===== config.mk =====
export PLATFORM = sky130hd
export DESIGN_NAME = ex_ctrl_seq
export DESIGN_NICKNAME = d
export VERILOG_FILES = /design/src/rtl/ex_ctrl_seq.sv
export SDC_FILE = /design/constraint.sdc
export NUM_CORES = 1
export LEC_CHECK = 0
export ABC_AREA = 1
export ABC_CLOCK_PERIOD_IN_PS = 2070
export CORE_MARGIN = 3
export CORE_UTILIZATION = 47
export DETAILED_ROUTE_END_ITERATION = 10
export GPL_TIMING_DRIVEN = 0
export HOLD_SLACK_MARGIN = 0.06
export PLACE_DENSITY = 0.85
export SYNTH_ARGS = -nofsm -noshare
export SYNTH_HDL_FRONTEND = slang
export SYNTH_SLANG_ARGS = --single-unit

===== constraint.sdc =====
create_clock -name clk -period 2.07 [get_ports clk]
set_input_delay 0.207 -clock clk [delete_from_list [all_inputs] [get_ports clk]]
set_output_delay 0.207 -clock clk [all_outputs]
set_load 0.03 [all_outputs]

===== src/rtl/ex_ctrl_seq.sv =====
// Execute-stage control sequencer: decodes MIPS words into registered EX controls and
// paces issue around multi-cycle multiplies and branch resolve/flush windows.
module ex_ctrl_seq #(
  parameter int MULT_CYCLES = 4,
  parameter int BR_BUBBLES  = 2
) (
  input  logic        clk,
  input  logic        rst,
  input  logic        instr_valid,
  input  logic [31:0] instruction,
  input  logic        zero_EX,
  output logic        instr_ready,
  output logic [3:0]  alu_op,
  output logic [4:0]  shamt_EX,
  output logic        enhilo_EX,
  output logic [1:0]  regsel_EX,
  output logic        regwrite_EX,
  output logic        rdrt_EX,
  output logic        memwrite_EX,
  output logic [1:0]  alu_src_EX,
  output logic        GPIO_OUT,
  output logic        GPIO_IN,
  output logic        pc_src_EX,
  output logic        stall_FETCH,
  output logic        mult_busy,
  output logic        illegal_op
);

  typedef enum logic [1:0] {RUN, MULT_WAIT, BR_RESOLVE, BR_FLUSH} state_t;

  typedef struct packed {
    logic [3:0] alu_op;
    logic [4:0] shamt;
    logic       enhilo;
    logic [1:0] regsel;
    logic       regwrite;
    logic       rdrt;
    logic       memwrite;
    logic [1:0] alu_src;
    logic       gpio_out;
    logic       gpio_in;
  } ctrl_t;

  localparam logic [3:0] MULT_LOAD  = 4'(MULT_CYCLES - 1);
  localparam logic [1:0] FLUSH_LOAD = 2'(BR_BUBBLES - 1);

  state_t     state, state_nxt;
  ctrl_t      ctrl, ctrl_nxt, dec;
  logic [3:0] mcnt, mcnt_nxt;
  logic [1:0] fcnt, fcnt_nxt;
  logic       br_ne, br_ne_nxt;
  logic       pc_src, pc_src_nxt;
  logic       busy;
  logic       illegal, illegal_nxt;
  logic       legal, is_mult, is_branch, is_hilo;
  logic       accept, taken;
  logic [5:0] opcode, funct;
  logic [4:0] shamt;

  assign opcode = instruction[31:26];
  assign funct  = instruction[5:0];
  assign shamt  = instruction[10:6];

  always_comb begin
    dec       = '0;
    legal     = 1'b1;
    is_mult   = 1'b0;
    is_branch = 1'b0;
    is_hilo   = 1'b0;
    case (opcode)
      6'b000000: begin
        dec.regwrite = 1'b1;
        case (funct)
          6'b100000, 6'b100001: dec.alu_op = 4'b0100;
          6'b100010, 6'b100011: dec.alu_op = 4'b0101;
          6'b011000, 6'b011001: begin
            dec.alu_op   = {3'b011, funct[0]};
            dec.enhilo   = 1'b1;
            dec.regwrite = 1'b0;
            is_mult      = 1'b1;
            is_hilo      = 1'b1;
          end
          6'b100100: dec.alu_op = 4'b0000;
          6'b100101: dec.alu_op = 4'b0001;
          6'b100110: dec.alu_op = 4'b0011;
          6'b100111: dec.alu_op = 4'b0010;
          6'b000000: begin
            dec.alu_op = 4'b1000;
            dec.shamt  = shamt;
          end
          // Zero-distance right shifts are repurposed as GPIO write/read.
          6'b000010: begin
            dec.alu_op   = 4'b1001;
            dec.shamt    = shamt;
            dec.gpio_out = (shamt == 5'd0);
          end
          6'b000011: begin
            dec.alu_op  = 4'b1010;
            dec.shamt   = shamt;
            dec.gpio_in = (shamt == 5'd0);
          end
          6'b010000: begin
            dec.alu_op = 4'b1000;
            dec.regsel = 2'd1;
            is_hilo    = 1'b1;
          end
          6'b010010: begin
            dec.alu_op = 4'b1000;
            dec.regsel = 2'd2;
            is_hilo    = 1'b1;
          end
          6'b101010: dec.alu_op = 4'b1100;
          6'b101011: dec.alu_op = 4'b1101;
          default: begin
            dec   = '0;
            legal = 1'b0;
          end
        endcase
      end
      6'b001000, 6'b001001, 6'b001010: begin
        dec.alu_op   = (opcode == 6'b001010) ? 4'b1100 : 4'b0100;
        dec.alu_src  = 2'd1;
        dec.rdrt     = 1'b1;
        dec.regwrite = 1'b1;
      end
      6'b001100, 6'b001101, 6'b001110: begin
        dec.alu_op   = (opcode == 6'b001100) ? 4'b0000 :
                       (opcode == 6'b001101) ? 4'b0001 : 4'b0011;
        dec.alu_src  = 2'd2;
        dec.rdrt     = 1'b1;
        dec.regwrite = 1'b1;
      end
      6'b001111: begin
        dec.alu_op   = 4'b1000;
        dec.alu_src  = 2'd2;
        dec.shamt    = 5'd16;
        dec.memwrite = 1'b1;
        dec.rdrt     = 1'b1;
        dec.regwrite = 1'b1;
      end
      6'b000100, 6'b000101: begin
        dec.alu_op = 4'b0101;
        is_branch  = 1'b1;
      end
      default: legal = 1'b0;
    endcase
  end

  // HI/LO consumers and new multiplies wait out the multiplier latency.
  assign instr_ready = ((state == RUN) || (state == MULT_WAIT)) &&
                       !(instr_valid && is_hilo && (mcnt != 4'd0));
  assign stall_FETCH = ~instr_ready;
  assign accept      = instr_valid & instr_ready;
  assign taken       = br_ne ? ~zero_EX : zero_EX;

  always_comb begin
    state_nxt   = state;
    ctrl_nxt    = '0;
    mcnt_nxt    = (mcnt != 4'd0) ? mcnt - 4'd1 : 4'd0;
    fcnt_nxt    = fcnt;
    br_ne_nxt   = br_ne;
    pc_src_nxt  = 1'b0;
    illegal_nxt = illegal;
    case (state)
      RUN, MULT_WAIT: begin
        if (state == MULT_WAIT && mcnt_nxt == 4'd0) state_nxt = RUN;
        if (accept) begin
          if (!legal)                    illegal_nxt = 1'b1;
          else if (instruction != 32'd0) ctrl_nxt    = dec;
          if (is_mult) begin
            mcnt_nxt  = MULT_LOAD;
            state_nxt = MULT_WAIT;
          end
          if (is_branch) begin
            state_nxt = BR_RESOLVE;
            br_ne_nxt = opcode[0];
          end
        end
      end
      BR_RESOLVE: begin
        if (taken) begin
          pc_src_nxt = 1'b1;
          fcnt_nxt   = FLUSH_LOAD;
          state_nxt  = BR_FLUSH;
        end else begin
          state_nxt = (mcnt_nxt != 4'd0) ? MULT_WAIT : RUN;
        end
      end
      BR_FLUSH: begin
        if (fcnt == 2'd0) state_nxt = (mcnt_nxt != 4'd0) ? MULT_WAIT : RUN;
        else              fcnt_nxt  = fcnt - 2'd1;
      end
      default: state_nxt = RUN;
    endcase
  end

  always_ff @(posedge clk) begin
    if (rst) begin
      state   <= RUN;
      ctrl    <= '0;
      mcnt    <= '0;
      fcnt    <= '0;
      br_ne   <= 1'b0;
      pc_src  <= 1'b0;
      busy    <= 1'b0;
      illegal <= 1'b0;
    end else begin
      state   <= state_nxt;
      ctrl    <= ctrl_nxt;
      mcnt    <= mcnt_nxt;
      fcnt    <= fcnt_nxt;
      br_ne   <= br_ne_nxt;
      pc_src  <= pc_src_nxt;
      busy    <= (mcnt_nxt != 4'd0);
      illegal <= illegal_nxt;
    end
  end

  assign alu_op      = ctrl.alu_op;
  assign shamt_EX    = ctrl.shamt;
  assign enhilo_EX   = ctrl.enhilo;
  assign regsel_EX   = ctrl.regsel;
  assign regwrite_EX = ctrl.regwrite;
  assign rdrt_EX     = ctrl.rdrt;
  assign memwrite_EX = ctrl.memwrite;
  assign alu_src_EX  = ctrl.alu_src;
  assign GPIO_OUT    = ctrl.gpio_out;
  assign GPIO_IN     = ctrl.gpio_in;
  assign pc_src_EX   = pc_src;
  assign mult_busy   = busy;
  assign illegal_op  = illegal;

endmodule


==> impl_results.md <==
- Critical Path AT: 1.66 ns
- Syn Inst Count: 232
- Count of final setup violators: 0
- # diodes: 0
- Distinct cell type count after synthesis: 33
- Place WS: -0.266 ns
- Total power: 1100 uW
- R2R depth: 6
- Vias in the first global route: roughly 1500
- Psw: 286 uW
- Yosys reg bits: 31
- Drt wl/cell: around 11 um
- Layout fillers: 259
- Maximum fanout along the worst path: 5
- Warnings, synthesis: 0
- Tot GR Track Use: 19.5%
- Logic pwr share: about 16%
- Core area: 0.00313 mm2
- Die Width: 64.1 um
- Multi-input gate area: 862 um2
- CP Class: input port to output pin
- Final Cell Area: 0.00229 mm2
- Routed vias: about 1700
- Floorplan row count: 20
- Flop2flop setup slack: 0.61 ns
- H-tree levels: 2
- Top delay family on crit path: buffers and inverters
- Port Buffer Count: 57
- Worst-margin pin slew: approximately 0.56 ns
- Tmin final: 1.87 ns
- CTS sink count: 31
- Fraction of layout instances using a drive strength above 1: 11.1%
- Nets: 334
- Cell leakage power: 0.000966 uW
- Largest net degree at the start of global routing: 11
- Remaining DRCs: 0
- Non-filler cells, final: approximately 340
- Storage cell area: 621 um2
- Post-synthesis sequential area ratio: around two fifths
- Fraction of power consumed by sequential logic: 54.7%
- Normalized max-slew margin: approximately 62%
- Switching Fraction: about a quarter
- Global-route wire length before repair: between 6 and 7 mm
- GPL Wtd Cong: ~0.87
- Hold path depth: 4
- Die height: around 64 um
- Antenna viol nets, final: 0
- Post-Place Cells: around 330
- Final WL: between 3 and 4 mm
- Worst reg2reg startpoint: state[1]$_SDFFE_PP0P_
- F_max: 0.536 GHz
- Mapped cell area: 0.00159 mm2
- Synth-to-layout area growth: 43.9%
- CTS tree: built
- Clk root buf: clkbuf_4
- Hold-fix buffers, CTS: 0
- Pwr/cell area: between 400 and 500 mW/mm2
- Fin. Hold Viols: 0
- Initial detailed-routing violation count: 93
- Most frequent cells in the layout: nor2_1 (57), clkdlybuf4s50_1 (53), nand2_1 (48)
- Outcome: finished clean
- Commonest non-fill, non-tap cell in the layout: nor2_1
- Worst VDD drop: 0.244 mV
- Worst setup EP type: output pin
- Drt pass-1 iters: 4
- GRT Residual Overflow: 0
- RSZ-0062 raised after global routing: false
- Worst Hold Path EP: shamt_EX[2]$_SDFF_PP0_
- Clock Latency Late Sink: 0.33 ns
- Max stage delay on crit path: 0.51 ns
- Final worst slack: 0.204 ns
- Syn nets: 269
- DP HPWL: approximately 3.0 mm
- P_int: 811 uW
- Pins Over Slew Limit: 0
- Clk buf depth: 2
- Vias per cell: slightly below 5
- Initial Util: around half
- Placed Area: 0.00221 mm2
- Period utilisation layout: 90.1%
- Setup TNS: 0 ns
- Die area: around 0.0041 mm2
- Clock power share: 29.7%
- CTS clk-pin slew, worst paths: 0.10 ns
- Buf/Inv on CP: 4
- Avg Inst Size Synth: between 6 and 7 um2
- Initial antenna violation count: 0
- Final Skew: 0.0106 ns
- Crit path required time: 1.86 ns
- Reg2reg end: fcnt[1]$_SDFFE_PP0P_
- Crit path cell chain: clkdlybuf4s50_1, inv_1, nor2_4, nand3_1, nand3_1, nand2_2, nand2_1, inv_1, clkbuf_2
- Hold Startpoint: instruction[0]
- IO Pins: 60
- Max cap viols: 0
- Crit-path slowest cell: clkdlybuf4s50_1
- Num CTS Buffers: 5
- Setup crit start kind: input port
- Min-delay worst type: input port to flip-flop
==> how the worst max path moves through the flow <==
stage	start	endpoint	slack [ns]	cells after the start
after floorplan	instruction[0]	instr_ready	0.62	7
after global placement	instruction[1]	stall_FETCH	-0.27	8
after detailed placement	instruction[4]	stall_FETCH	-0.27	8
after CTS	instruction[1]	instr_ready	0.01	9
after global routing	instruction[4]	instr_ready	0.12	9
final	instruction[4]	instr_ready	0.20	9
==> registers in the layout (all words and copies together) (netlist names) <==
register     cells
mult_busy        1
GPIO_IN          1
fcnt             2
regwrite_EX      1
state            2
shamt_EX         5
alu_src_EX       2
mcnt             4
GPIO_OUT         1
memwrite_EX      1
enhilo_EX        1
illegal_op       1
rdrt_EX          1
br_ne            1
alu_op           4
pc_src_EX        1
regsel_EX        2
==> repair_timing <==
action / 4_1_cts / 5_1_grt
pin swaps: 0 / 1
endpoints found under the setup margin: 2 / 2
buffers inserted: 0 / 1
gates resized for setup: 3 / 8
hold endpoints to repair: 0 / 0
==> final cells by class <==
class	count	area share, %
Clock buffer	5	1.64
Tap cell	44	2.41
Multi-Input combinational cell	169	37.7
Buffer	2	0.492
Inverter	30	4.92
Sequential cell	31	27.1
Timing Repair Buffer	58	25.1
Clock inverter	3	0.656
==> Yosys cell counts <==
library cell	number	area share, %
nor2_1	57	13
nand2_1	48	11
dfxtp_1	31	39
inv_1	28	6.6
a21oi_1	9	2.8
nand3_1	8	2.5
nand4_1	7	2.8
nor3_1	6	1.9
o21ai_0	5	1.6
nand3_2	3	1.9
nor2_2	3	1.2
nor2_4	3	2.1
inv_2	2	0.47
nand2_2	2	0.79
nand2_4	2	1.4
a211oi_1	1	0.47
a21oi_2	1	0.55
a21oi_4	1	1.0
a22oi_1	1	0.47
a31oi_1	1	0.39
a41oi_1	1	0.55
and2_1	1	0.39
buf_4	1	0.47
clkbuf_1	1	0.24
ha_1	1	0.79
nand3_4	1	1.1
nand3b_1	1	0.47
nor3_2	1	0.63
o2111ai_1	1	0.55
o211a_1	1	0.63
o211ai_1	1	0.47
o21a_1	1	0.47
or2_2	1	0.39
==> kinds of logic (layout without fill, tap and decap cells) <==
kind of cell	Yosys count	in the layout	share of synthesized area, %
AOI/OAI and AO/OA	24	24	10.0
adders and majority gates	1	1	0.787
buffers and inverters	32	98	7.80
DFF	31	31	39.1
and+or+nand+nor	144	144	42.4
==> metrics by stage <==
step / hold WS (ns) / util (%)
after global routing: 0.225 / 73.1
after global placement: 0.450 / 70.8
after CTS: 0.216 / 72.4
after floorplan: 0.333 / -
final: 0.228 / 73.1
after detailed placement: 0.458 / 70.8
==> power groups by stage <==
stage                     Sequential [uW]  Combinational, uW  Clock (uW)
after floorplan                       618               71.3           0
after global placement                614                164           0
after detailed placement              614                166           0
after CTS                             600                167         335
after global routing                  601                188         374
final                                 600                172         326
==> worst register-to-register path, cell delays in order, from the launching register on <==
cell	delay, ns
dfxtp_1	0.41
inv_1	0.13
nor3_1	0.20
nand2_1	0.10
o21ai_0	0.21
o21ai_0	0.18
o211a_1	0.14
==> metal layers <==
metal / vias up / GRT usage, % / part of all wire, %
met5: - / 0 / 0
met4: 0 / 7.92 / 0.92
met3: 4 / 3.87 / 7.2
met1: 724 / 25.7 / 46
met2: 60 / 31.2 / 46
li1: 874 / - / -
Power figures use the tool's default switching activity.
